$ cat config.mk
export PLATFORM = sky130hd
export DESIGN_NAME = clk_phase_monitor_flat
export DESIGN_NICKNAME = d
export VERILOG_FILES = /design/src/rtl/clk_phase_monitor_pkg.sv /design/src/rtl/clk_phase_monitor_if.sv /design/src/rtl/clk_phase_monitor_sync_edge_det.sv /design/src/rtl/clk_phase_monitor.sv /design/src/flat_wrapper.sv
export SDC_FILE = /design/constraint.sdc
export NUM_CORES = 1
export LEC_CHECK = 0
export CORE_AREA = 2 2 62 88
export CTS_CLUSTER_DIAMETER = 100
export DETAILED_ROUTE_END_ITERATION = 16
export DIE_AREA = 0 0 64 90
export DONT_BUFFER_PORTS = 1
export HOLD_SLACK_MARGIN = 0.05
export PLACE_DENSITY = 0.69
export SETUP_SLACK_MARGIN = 0.05
export SLEW_MARGIN = 15
export SYNTH_ARGS = -nofsm -noshare
export SYNTH_HDL_FRONTEND = slang
export SYNTH_SLANG_ARGS = --single-unit
$ cat constraint.sdc
create_clock -name clkin -period 4.77 [get_ports clkin]
set_clock_uncertainty 0.1 [all_clocks]
set_input_delay 0 -clock clkin [delete_from_list [all_inputs] [get_ports clkin]]
set_output_delay 0 -clock clkin [all_outputs]
set_load 0.02 [all_outputs]
$ cat src/rtl/clk_phase_monitor_pkg.sv
// Shared definitions for the console clock phase monitor: FSM encodings,
// expected divider periods and the good-period rule.
package clk_phase_monitor_pkg;

  typedef enum logic [1:0] {
    ST_UNLOCK  = 2'd0,
    ST_ACQUIRE = 2'd1,
    ST_LOCKED  = 2'd2
  } state_t;

  typedef struct packed {
    state_t state;
    logic   seen_edge;
    logic   sync_low;
  } dbg_t;

  localparam int unsigned PERIOD_SEVEN = 7;
  localparam int unsigned PERIOD_EIGHT = 8;

  // The /7 clock is DDR-generated, so its high phase legitimately lands on 3 or 4.
  function automatic logic period_good(input int unsigned period,
                                       input int unsigned high_len,
                                       input logic        expect_seven);
    if (expect_seven)
      return (period == PERIOD_SEVEN) && ((high_len == 3) || (high_len == 4));
    else
      return (period == PERIOD_EIGHT) && (high_len == 4);
  endfunction

endpackage

$ cat src/rtl/clk_phase_monitor_if.sv
// Pin-side inputs and measurement results of the clock phase monitor.
interface clk_phase_monitor_if #(
  parameter int CNT_W = 4,
  parameter int ERR_W = 8
);
  import clk_phase_monitor_pkg::*;

  // No valid/ready handshake here: period_valid and sync_valid are single-cycle
  // strobes with no backpressure, and period/high_len/sync_phase hold their last value.
  logic             mon_clk;
  logic             mon_sync;
  logic             expect_seven;
  logic             clear;
  logic [CNT_W-1:0] period;
  logic [CNT_W-1:0] high_len;
  logic             period_valid;
  logic             locked;
  logic [ERR_W-1:0] err_count;
  logic [CNT_W-1:0] sync_phase;
  logic             sync_valid;
  dbg_t             dbg;

  modport master (
    output mon_clk, mon_sync, expect_seven, clear,
    input  period, high_len, period_valid, locked, err_count, sync_phase, sync_valid, dbg
  );

  modport slave (
    input  mon_clk, mon_sync, expect_seven, clear,
    output period, high_len, period_valid, locked, err_count, sync_phase, sync_valid, dbg
  );

endinterface

$ cat src/rtl/clk_phase_monitor_sync_edge_det.sv
// Synchronizer chain for an asynchronous pin followed by a one-flop edge
// detector producing single-cycle rise/fall pulses.
module sync_edge_det #(
  parameter int STAGES = 2
) (
  input  logic clkin,
  input  logic reset,
  input  logic pin,
  output logic rise,
  output logic fall
);

  logic [STAGES-1:0] sync_q;
  logic              prev_q;

  always_ff @(posedge clkin or negedge reset) begin
    if (!reset) begin
      sync_q <= '0;
      prev_q <= 1'b0;
    end else begin
      sync_q <= {sync_q[STAGES-2:0], pin};
      prev_q <= sync_q[STAGES-1];
    end
  end

  assign rise = sync_q[STAGES-1] & ~prev_q;
  assign fall = ~sync_q[STAGES-1] & prev_q;

endmodule

$ cat src/rtl/clk_phase_monitor.sv
// Measures an externally divided console clock against clkin: period, high
// time, lock status and the phase of the APU sync pulse.
module clk_phase_monitor
  import clk_phase_monitor_pkg::*;
#(
  parameter int SYNC_STAGES = 2,
  parameter int CNT_W       = 4,
  parameter int LOCK_COUNT  = 16,
  parameter int ERR_W       = 8
) (
  input  logic              clkin,
  input  logic              reset,
  clk_phase_monitor_if.slave bus
);

  localparam int               GOOD_W      = $clog2(LOCK_COUNT + 1);
  localparam logic [CNT_W-1:0] CNT_MAX     = '1;
  localparam logic [ERR_W-1:0] ERR_MAX     = '1;
  localparam logic [GOOD_W-1:0] GOOD_TARGET = GOOD_W'(LOCK_COUNT);

  logic              clk_rise, clk_fall;
  logic              sync_rise, sync_fall;
  logic [CNT_W-1:0]  run_cnt, run_cnt_next;
  logic              seen_edge, sync_low, expect_q;
  logic [CNT_W-1:0]  period_q, high_len_q, sync_phase_q;
  logic              period_valid_q, sync_valid_q;
  logic [ERR_W-1:0]  err_q;
  state_t            state_q, state_d;
  logic [GOOD_W-1:0] good_cnt_q, good_cnt_d, good_inc;
  logic              period_measured, good, timeout, toggle, err_inc, sync_capture;

  sync_edge_det #(.STAGES(SYNC_STAGES)) u_clk_det (
    .clkin (clkin),
    .reset (reset),
    .pin   (bus.mon_clk),
    .rise  (clk_rise),
    .fall  (clk_fall)
  );

  sync_edge_det #(.STAGES(SYNC_STAGES)) u_sync_det (
    .clkin (clkin),
    .reset (reset),
    .pin   (bus.mon_sync),
    .rise  (sync_rise),
    .fall  (sync_fall)
  );

  assign run_cnt_next    = clk_rise ? CNT_W'(1)
                         : ((run_cnt == CNT_MAX) ? run_cnt : run_cnt + CNT_W'(1));
  assign timeout         = (run_cnt == CNT_MAX);
  assign period_measured = clk_rise & seen_edge;
  assign good            = period_good(32'(run_cnt), 32'(high_len_q), bus.expect_seven);
  assign toggle          = bus.expect_seven ^ expect_q;
  assign good_inc        = good_cnt_q + GOOD_W'(1);
  assign sync_capture    = sync_fall & (state_q == ST_LOCKED);

  always_ff @(posedge clkin or negedge reset) begin
    if (!reset) begin
      run_cnt        <= '0;
      seen_edge      <= 1'b0;
      period_q       <= '0;
      high_len_q     <= '0;
      period_valid_q <= 1'b0;
      sync_phase_q   <= '0;
      sync_valid_q   <= 1'b0;
      sync_low       <= 1'b0;
      expect_q       <= 1'b0;
      err_q          <= '0;
    end else begin
      run_cnt        <= run_cnt_next;
      period_valid_q <= period_measured;
      sync_valid_q   <= sync_capture;
      expect_q       <= bus.expect_seven;
      if (clk_rise)        seen_edge  <= 1'b1;
      if (period_measured) period_q   <= run_cnt;
      if (clk_fall)        high_len_q <= run_cnt;
      // Phase counts the rise cycle as 1; a sync landing on the rise itself reads 0.
      if (sync_capture)    sync_phase_q <= clk_rise ? '0 : run_cnt_next;
      if (sync_fall)       sync_low <= 1'b1;
      else if (sync_rise)  sync_low <= 1'b0;
      if (bus.clear)                         err_q <= '0;
      else if (err_inc && (err_q != ERR_MAX)) err_q <= err_q + ERR_W'(1);
    end
  end

  always_ff @(posedge clkin or negedge reset) begin
    if (!reset) begin
      state_q    <= ST_UNLOCK;
      good_cnt_q <= '0;
    end else begin
      state_q    <= state_d;
      good_cnt_q <= good_cnt_d;
    end
  end

  always_comb begin
    state_d    = state_q;
    good_cnt_d = good_cnt_q;
    err_inc    = 1'b0;
    if (toggle) begin
      // A mode change restarts acquisition and is not a lock loss.
      state_d    = ST_ACQUIRE;
      good_cnt_d = '0;
    end else begin
      case (state_q)
        ST_UNLOCK: begin
          if (clk_rise) begin
            state_d    = ST_ACQUIRE;
            good_cnt_d = (period_measured && good) ? GOOD_W'(1) : '0;
          end
        end
        ST_ACQUIRE: begin
          if (period_measured) begin
            if (good) begin
              good_cnt_d = good_inc;
              if (good_inc == GOOD_TARGET) state_d = ST_LOCKED;
            end else begin
              good_cnt_d = '0;
            end
          end else if (timeout) begin
            state_d    = ST_UNLOCK;
            good_cnt_d = '0;
          end
        end
        ST_LOCKED: begin
          if ((period_measured && !good) || timeout) begin
            state_d    = ST_UNLOCK;
            good_cnt_d = '0;
            err_inc    = 1'b1;
          end
        end
        default: begin
          state_d    = ST_UNLOCK;
          good_cnt_d = '0;
        end
      endcase
    end
  end

  assign bus.period       = period_q;
  assign bus.high_len     = high_len_q;
  assign bus.period_valid = period_valid_q;
  assign bus.locked       = (state_q == ST_LOCKED);
  assign bus.err_count    = err_q;
  assign bus.sync_phase   = sync_phase_q;
  assign bus.sync_valid   = sync_valid_q;
  assign bus.dbg          = '{state: state_q, seen_edge: seen_edge, sync_low: sync_low};

endmodule

$ cat src/flat_wrapper.sv
// flat-port wrapper written by rule: the top's interface ports become plain ports
module clk_phase_monitor_flat import clk_phase_monitor_pkg::*;
#(
  parameter int SYNC_STAGES = 2,
  parameter int CNT_W       = 4,
  parameter int LOCK_COUNT  = 16,
  parameter int ERR_W       = 8
)
  (clkin, reset, bus_mon_clk, bus_mon_sync, bus_expect_seven, bus_clear, bus_period, bus_high_len, bus_period_valid, bus_locked, bus_err_count, bus_sync_phase, bus_sync_valid, bus_dbg);
  clk_phase_monitor_if #(.CNT_W(CNT_W), .ERR_W(ERR_W)) bus_i ();
  input  logic clkin;
  input  logic reset;
  input wire logic [$bits(bus_i.mon_clk)-1:0] bus_mon_clk;
  input wire logic [$bits(bus_i.mon_sync)-1:0] bus_mon_sync;
  input wire logic [$bits(bus_i.expect_seven)-1:0] bus_expect_seven;
  input wire logic [$bits(bus_i.clear)-1:0] bus_clear;
  output wire logic [$bits(bus_i.period)-1:0] bus_period;
  output wire logic [$bits(bus_i.high_len)-1:0] bus_high_len;
  output wire logic [$bits(bus_i.period_valid)-1:0] bus_period_valid;
  output wire logic [$bits(bus_i.locked)-1:0] bus_locked;
  output wire logic [$bits(bus_i.err_count)-1:0] bus_err_count;
  output wire logic [$bits(bus_i.sync_phase)-1:0] bus_sync_phase;
  output wire logic [$bits(bus_i.sync_valid)-1:0] bus_sync_valid;
  output wire logic [$bits(bus_i.dbg)-1:0] bus_dbg;
  assign bus_i.mon_clk = bus_mon_clk;
  assign bus_i.mon_sync = bus_mon_sync;
  assign bus_i.expect_seven = bus_expect_seven;
  assign bus_i.clear = bus_clear;
  assign bus_period = bus_i.period;
  assign bus_high_len = bus_i.high_len;
  assign bus_period_valid = bus_i.period_valid;
  assign bus_locked = bus_i.locked;
  assign bus_err_count = bus_i.err_count;
  assign bus_sync_phase = bus_i.sync_phase;
  assign bus_sync_valid = bus_i.sync_valid;
  assign bus_dbg = bus_i.dbg;
  clk_phase_monitor #(.SYNC_STAGES(SYNC_STAGES), .CNT_W(CNT_W), .LOCK_COUNT(LOCK_COUNT), .ERR_W(ERR_W)) u_core (.clkin(clkin), .reset(reset), .bus(bus_i));
endmodule
==> reports/metrics.cfg, run 1 <==
[routing]
routed_via_density = 5.61
ant_nets = 0
routedWlPerCell_microns = 15.7
vias = 1565
dr.pass1.iters = 4
wirelength_microns = 4380
drc = 0
dr.first_iter.drc_count = 94

[clock_network]
clock-sinks = 42
h-tree-depth = 2
cts_made_buffers = 5
postCtsResizedCells = 0
clk_path_buf_depth = 2
clockRootBuffer = clkbuf_8
clock_latency_ps = 300
cts_tree = built
clkTransAtPathRegs_ps = 90

[timing]
finalSetupTns_ps = 0
rsz0062_at_grt = no
setup_viol = 0
max_freq_ghz = 0.446
hold_violations = 0
slew_headroom = 0.669
fin_crit_sh = 0.470
max_slew.worst_pin.slew_ps = 490
drv_slew = 0
period_needed_ps = 2240

[power]
p_comb_frac = 0.160
p_leak_uw = 0.00105
power_uw = 892
irDropWorstVdd_mv = 0.185
seq_power_share = 0.560
p_int_uw = 575
power.switching_uw = 317
clkPwrFrac = 0.280
netSwitchingFraction = 0.355
powerDensity_mw_per_mm2 = 376

[critical_path]
crit_required_ps = 4860
worst-path-stages = 5
r2r-start = u_core.state_q[1]
startpoint = u_core.state_q[1]
rr_worst_depth = 5
critical-path-max-stage-delay_ps = 570
critPathCaptureType = flip-flop
worstSetupStartpointType = flip-flop
cp_max_fo = 10
slowest_stage = dfrtp_1
cp.buffers_inverters = 0
critical_path_class = reg2reg
critPathArrivalTime_ps = 2340
critPathTopFamily = flip-flops
worstPathCellList = nor2b_4, o211a_1, nand4_2, a21oi_1, mux2_2

[logic_synthesis]
synth.most_common_cell = dfrtp_1
ys_ff_latch = 42
ys_top_cells_by_area = dfrtp_1 (48%), mux2_2 (5.2%), nand2_1 (4.7%)
syn-num-nets = 218
synth_common_cells = dfrtp_1 (42), nand2_1 (27), nand3_1 (12)
async_flop_share = 1.00
synth_area_sq_mm = 0.00217
synth_largest_area_cell = dfrtp_1
ys_types = 49
synth_edf_count = 0
yosysSeqAreaShare = 0.484
synthCells = 207
yosys.area.top_type_share = 0.484
synth_ff_type = dfrtp_1
yosysWarnings = 0
syn_area_per_cell_sq_um = 10.5

[global_route]
grt.met3_usage = 0.0576
grtUsageTotal = 0.169
grt_pass1_wl_microns = 7600
antenna_found_initial = 0
grt_overflow = 0
grt_pass1_vias = 1514
grt_busiest_layer = met2
met2_usage = 0.272
grt.met1_usage = 0.198
grt_max_degree = 43

[final_layout]
fin_cells = 279
fin_area_sq_mm = 0.00237
num-fill-cells = 449
drive_above_1_share = 0.150
multi_input_area_sq_mm = 0.00104
diodes = 0
layout.nets = 223
area_growth_pct = 9.22
regArea_sq_mm = 0.00105
fin_util = 0.474

[floorplanning]
die_area_sq_mm = 0.00576
start_util = 0.434
rows = 31
io_pins = 33
die_y_microns = 90
core_area_sq_mm = 0.00500
die_x_microns = 64

[placement]
dp_hpwl_microns = 3250
gp_congestion = 0.821
post_dp_cell_area_sq_mm = 0.00220
portBuffers = 0
place.detailed.instances = 265

[hold_path]
hold_path.class = in2async

[flow_run]
max_cap_viol_count = 0

[outcome]
outcome = complete, no violations

[cell families after synthesis]
| kind of cell | count (synthesis) | share of synthesized area |
|---|---|---|
| flip-flops | 42 | 0.484 |
| XOR/XNOR | 3 | 0.0156 |
| AND/OR/NAND/NOR | 90 | 0.235 |
| AO/OA/AOI/OAI | 40 | 0.138 |
| multiplexers | 12 | 0.0634 |
| adder cells (fa/ha/maj) | 5 | 0.0288 |
| buffers and inverters | 15 | 0.0351 |
[sequential cells by signal, indices dropped and copies added (netlist names), 2 cells and up]
signal / count
u_core.state_q: 2
u_core.u_clk_det.sync_q: 2
u_core.u_sync_det.sync_q: 2
u_core.bus.high_len: 4
u_core.bus.period: 4
u_core.good_cnt_q: 5
u_core.bus.err_count: 8
u_core.bus.sync_phase: 4
u_core.run_cnt: 4
[layout make-up]
class	count	area share
clock buffers	5	0.0290
clock inverters	3	0.0121
inverters	7	0.0111
multi-input cells	150	0.440
flip-flops and latches	42	0.443
well taps	66	0.0348
repair buffers	6	0.0295
[path summary, 6_finish.rpt]
check	slack, ps	to
worst max-delay path	2530	u_core.bus.err_count[5]
worst min-delay path	60	u_core.u_sync_det.prev_q
worst max register to register	2530	u_core.bus.err_count[5]
worst min register to register	260	u_core.u_clk_det.sync_q[1]
max in group asynchronous	4310	u_core.bus.period[2]
min in group clkin	80	u_core.bus.err_count[3]
[placed cells by master, fill, tap and decap left out, drive strengths merged, types with 3 or more instances in the layout]
cell type    count
nand3b           3
ha               5
nor2            11
nor2b            9
a21oi           10
inv              9
dlygate4sd3      5
clkbuf           5
mux2            11
nand4            7
nand2           28
dfrtp           42
xnor2            3
a22o             4
o21ai           13
nand2b           4
nand3           12
[power by group through the flow]
stage               combinational, uW  clock, uW  sequential (uW)
floorplan                         130          0              471
global placement                  127          0              504
detailed placement                130          0              508
CTS                               144        253              500
global route                      165        271              509
finish                            143        249              500
[what timing repair did]
action | 4_1_cts | 5_1_grt
hold endpoints to repair | 55 | 0
buffers inserted | 0 | 0
hold buffers | 6 | 0
[layer usage]
metal / up-vias / part of all wire
met1: 762 / 0.41
met3: 10 / 0.054
met2: 42 / 0.51
met4: 0 / 0.026
met5: - / 0
li1: 751 / -
[through the flow]
| stage | worst slack (ps) | hold WS (ps) |
|---|---|---|
| 2_1_floorplan | 2790 | -396 |
| 3_3_place_gp | 2570 | -395 |
| 3_5_place_dp | 2540 | -394 |
| 4_1_cts | 2520 | 65.5 |
| 5_1_grt | 2420 | 72.9 |
| 6_report | 2530 | 56.8 |
No activity file was read; power rests on OpenSTA's default activity.
==> run 2: changes to the inputs <==
Settings changed: PLACE_DENSITY 0.69 to 0.71.
Clock period 4.77 ns to 1.9 ns, I/O delays scaled along.
==> run 2 against run 1 <==
Hold slack better by 2.1 ps. Largest cell class is now multi-input combinational cells. Wire length up 22%. Cell count rose by 18%. Sequential share of layout area decreased by 8.2 points. Largest power group unchanged. Non-clock buffer count up 50. Critical path type unchanged. Critical endpoint is now u_core.bus.err_count[0].
==> reports/metrics.cfg, run 2 (synthesis results as in run 1) <==
[clock_network]
cts_made_buffers = 5
clockRootBuffer = clkbuf_8
h-tree-depth = 2
cts_tree = built
clock-sinks = 42
clk_path_buf_depth = 2
clock_latency_ps = 310
clkTransAtPathRegs_ps = 90

[floorplanning]
start_util = 0.434
die_x_microns = 64
die_area_sq_mm = 0.00576
io_pins = 33
die_y_microns = 90
rows = 31
core_area_sq_mm = 0.00500

[power]
seq_power_share = 0.417
netSwitchingFraction = 0.313
p_int_uw = 1990
clkPwrFrac = 0.298
p_leak_uw = 0.00132
powerDensity_mw_per_mm2 = 985
power.switching_uw = 908
irDropWorstVdd_mv = 0.460
p_comb_frac = 0.285

[final_layout]
fin_util = 0.587
area_growth_pct = 35.3
largest_reg_flops = 8
mostFrequentLayoutCells = buf_4 (47), dfrtp_1 (34), nand2_1 (24), nand3_1 (11), nor2_1 (11)
drive_above_1_share = 0.407
layout.nets = 273
layout_commonest_cell = buf_4
diodes = 0
fin_cells = 329

[critical_path]
worstSetupStartpointType = flip-flop
critPathArrivalTime_ps = 1960
critical_path_class = reg2reg
critical-path-max-stage-delay_ps = 460
crit_required_ps = 1990
critPathCaptureType = flip-flop
startpoint = u_core.run_cnt[2]
cp_max_fo = 4
r2r-start = u_core.run_cnt[2]
worstPathCellList = buf_12, nor4bb_4, nand2_2, nand2_4, o2bb2a_4, mux2_4
slowest_stage = dfrtp_2

[timing]
period_needed_ps = 1860
setup_viol = 0
hold_violations = 0
drv_slew = 0
rsz0062_at_grt = yes
max_freq_ghz = 0.536
finalSetupTns_ps = 0
slew_headroom = 0.675
fin_crit_sh = 0.981
max_slew.worst_pin.slew_ps = 486

[routing]
ant_nets = 0
routedWlPerCell_microns = 16.3
vias = 1784
dr.pass1.iters = 4
drc = 0
dr.first_iter.drc_count = 71
wirelength_microns = 5360
routed_via_density = 5.42

[global_route]
grt_pass1_wl_microns = 8560
grt_max_degree = 43
grt_overflow = 0
grt_pass1_vias = 1822
antenna_found_initial = 0
grtUsageTotal = 0.188

[placement]
portBuffers = 0
place.detailed.instances = 305
gp_congestion = 0.816
dp_hpwl_microns = 3650

[outcome]
outcome = complete, no violations

[hold_path]
hold_path.class = in2async

[flow_run]
max_cap_viol_count = 0

-- run 2: final timing paths --
path | end | slack [ps] | cells past startpoint
min in group clkin | u_core.u_clk_det.sync_q[0] | 150 | 1
worst min register to register | u_core.u_clk_det.sync_q[1] | 250 | 0
worst max-delay path | u_core.bus.err_count[0] | 40 | 6
max in group asynchronous | u_core.run_cnt[3] | 1420 | 2
worst max register to register | u_core.bus.err_count[0] | 40 | 6
worst min-delay path | u_core.good_cnt_q[0] | 60 | 2
-- run 2: cell type report --
class / count / area (sq um)
Tap cell: 66 / 82.6
Clock inverter: 3 / 68.8
Timing Repair Buffer: 56 / 465
Clock buffer: 5 / 68.8
Inverter: 7 / 26.3
Fill cell: 401 / 2060
Multi-Input combinational cell: 150 / 1170
Sequential cell: 42 / 1060
-- run 2: power by group through the flow --
stage | registers [uW] | logic, uW | clock network (uW)
global route | 1220 | 885 | 918
floorplan | 1190 | 357 | 0
global placement | 1220 | 605 | 0
detailed placement | 1220 | 612 | 0
finish | 1210 | 826 | 863
CTS | 1190 | 730 | 875
-- run 2: critical path, delay by kind of cell (launching register included) --
kind,cells,cell delay [ps]
AO/OA/AOI/OAI,1,140
buffers and inverters,1,140
flip-flops,1,460
multiplexers,1,290
AND/OR/NAND/NOR,3,620
-- run 2: layer usage --
metal / up-vias / part of all wire / track usage
met5: - / 0 / 0
met4: 0 / 0.040 / 0.105
met3: 13 / 0.042 / 0.0388
met2: 47 / 0.52 / 0.306
met1: 875 / 0.40 / 0.227
li1: 849 / - / -
-- run 2: through the flow --
stage                     setup WS [ps]  cell area (sq um)  total power, uW  hold slack, ps
after CTS                          38.0               2840             2800            78.9
after global routing              -40.8               2940             3030            85.7
after detailed placement          -22.1               2560             1830            -394
final                              35.4               2940             2900            59.0
after global placement             31.8               2560             1820            -394
after floorplan                    1.46               2230             1550            -396
-- run 2: timing repair --
| item | CTS | global route |
|---|---|---|
| hold buffers | 6 | 0 |
| pin swaps | 6 | 8 |
| hold endpoints to repair | 55 | 0 |
| endpoints found under the setup margin | 12 | 15 |
| setup buffers | 4 | 6 |
| resized for setup | 8 | 16 |
==> run 3: changes to the inputs <==
Settings changed: PLACE_DENSITY 0.71 to not set.
==> run 3 against run 2 <==
The run now ends with setup timing left. Flip-flop and latch count unchanged. Sequential share of layout area about the same. Via count decreased by 1.2%. Combinational power decreased by 4.8%. Wire length decreased by 2.6%. Critical path depth decreased by 1. First-iteration DRC count increased by 28%. Setup slack got worse by 43 ps. Maximum frequency decreased by 2.2%. Hold slack got worse by 0.97 ps. Critical endpoint is now u_core.good_cnt_q[3].
==> reports/metrics.cfg, run 3 (synthesis results as in run 1) <==
[outcome]
outcome = finished, violations left
violations = setup timing

[final_layout]
area_growth_pct = 35.5
layout.nets = 271
fin_cells = 327
mostFrequentLayoutCells = buf_4 (45), dfrtp_1 (33), nand2_1 (24), nand3_1 (11), nor2_1 (10)
layout_commonest_cell = buf_4
diodes = 0
largest_reg_flops = 8
fin_util = 0.588
num-fill-cells = 416
drive_above_1_share = 0.414

[clock_network]
cts_tree = built
clockRootBuffer = clkbuf_8
clock-sinks = 42
cts_made_buffers = 5
clk_path_buf_depth = 2
clock_latency_ps = 300
clkTransAtPathRegs_ps = 80
h-tree-depth = 2

[floorplanning]
io_pins = 33
die_y_microns = 90
die_x_microns = 64
rows = 31
die_area_sq_mm = 0.00576
core_area_sq_mm = 0.00500
start_util = 0.434

[global_route]
grtUsageTotal = 0.184
grt_overflow = 0
antenna_found_initial = 0
grt_max_degree = 43
grt_pass1_vias = 1743
grt_pass1_wl_microns = 8350

[timing]
hold_violations = 0
fin_crit_sh = 1.00
max_slew.worst_pin.slew_ps = 450
setup_slack_ps = -7.43
setup_viol = 1
max_freq_ghz = 0.524
whs_ps = 58.0
drv_slew = 0
slew_headroom = 0.699
period_needed_ps = 1910
rsz0062_at_grt = yes

[placement]
gp_congestion = 0.835
dp_hpwl_microns = 3700
place.detailed.instances = 303
portBuffers = 0

[routing]
wirelength_microns = 5220
vias = 1762
routedWlPerCell_microns = 16.0
routed_via_density = 5.39
dr.pass1.iters = 4
dr.first_iter.drc_count = 91
ant_nets = 0
drc = 0

[power]
irDropWorstVdd_mv = 0.643
p_leak_uw = 0.00131
powerDensity_mw_per_mm2 = 971

[critical_path]
critical_path_class = reg2reg
cp_max_fo = 6
crit_required_ps = 2030
worstSetupStartpointType = flip-flop
critPathArrivalTime_ps = 2040
critPathCaptureType = flip-flop

[hold_path]
hold_path.class = in2async

[flow_run]
max_cap_viol_count = 0

run 3: changes by cell type in the layout (fill, tap and decap cells not counted), sizes merged:
cell | before | now
buf | 51 | 48
clkbuf | 5 | 6
run 3: worst paths after layout:
| check | endpoint | slack, ps | cells past startpoint | from |
|---|---|---|---|---|
| max | u_core.good_cnt_q[3] | -7 | 5 | u_core.bus.high_len[0] |
| min | u_core.state_q[1] | 60 | 2 | reset |
| max reg2reg | u_core.good_cnt_q[3] | -7 | 5 | u_core.bus.high_len[0] |
| min reg2reg | u_core.u_clk_det.sync_q[1] | 250 | 0 | u_core.u_clk_det.sync_q[0] |
| max in group asynchronous | u_core.run_cnt[0] | 1430 | 2 | reset |
| min in group clkin | u_core.bus.err_count[4] | 80 | 5 | bus_expect_seven |
run 3: per-layer routing:
metal,global-route usage,vias up,share of wire
met2,0.331,43,0.56
li1,-,845,-
met5,0,-,0
met3,0.0401,5,0.045
met4,0.0562,0,0.013
met1,0.213,869,0.39
run 3: cell type report:
type	count	area, sq um	share of cell area
clock buffers	5	68.8	0.0234
inverters	7	26.3	0.00893
flip-flops and latches	42	1060	0.361
clock inverters	3	68.8	0.0234
multi-input cells	150	1170	0.398
well taps	66	82.6	0.0281
repair buffers	54	464	0.158
run 3: per-stage QoR:
stage	worst slack (ps)	total power (uW)	setup TNS [ps]	area, sq um
floorplan	1.46	1550	0	2230
global placement	-4.48	1800	-4.48	2550
detailed placement	-88.7	1820	-143	2550
CTS	12.4	2730	0	2800
global route	-71.6	2970	-343	2940
finish	-7.43	2860	-7.43	2940
run 3: power by group:
part           leakage (uW)  switching (uW)  internal (uW)
registers          0.000531             203           1010
logic              0.000711             356            430
clock network     0.0000683             328            527
run 3: worst max-delay path, cell delays in order (launching register included):
cell and delay [ps]:
dfrtp_2 460, or3b_4 420, a2111oi_4 300, o21ai_2 110, o21ai_2 260, a22o_1 200
run 3: repair_timing:
item | 4_1_cts | 5_1_grt
hold endpoints to repair | 54 | 0
gates resized for setup | 7 | 19
cloned | 0 | 1
hold buffers | 6 | 0
buffers inserted | 2 | 7
endpoints found under the setup margin | 12 | 15
pin swaps | 4 | 14
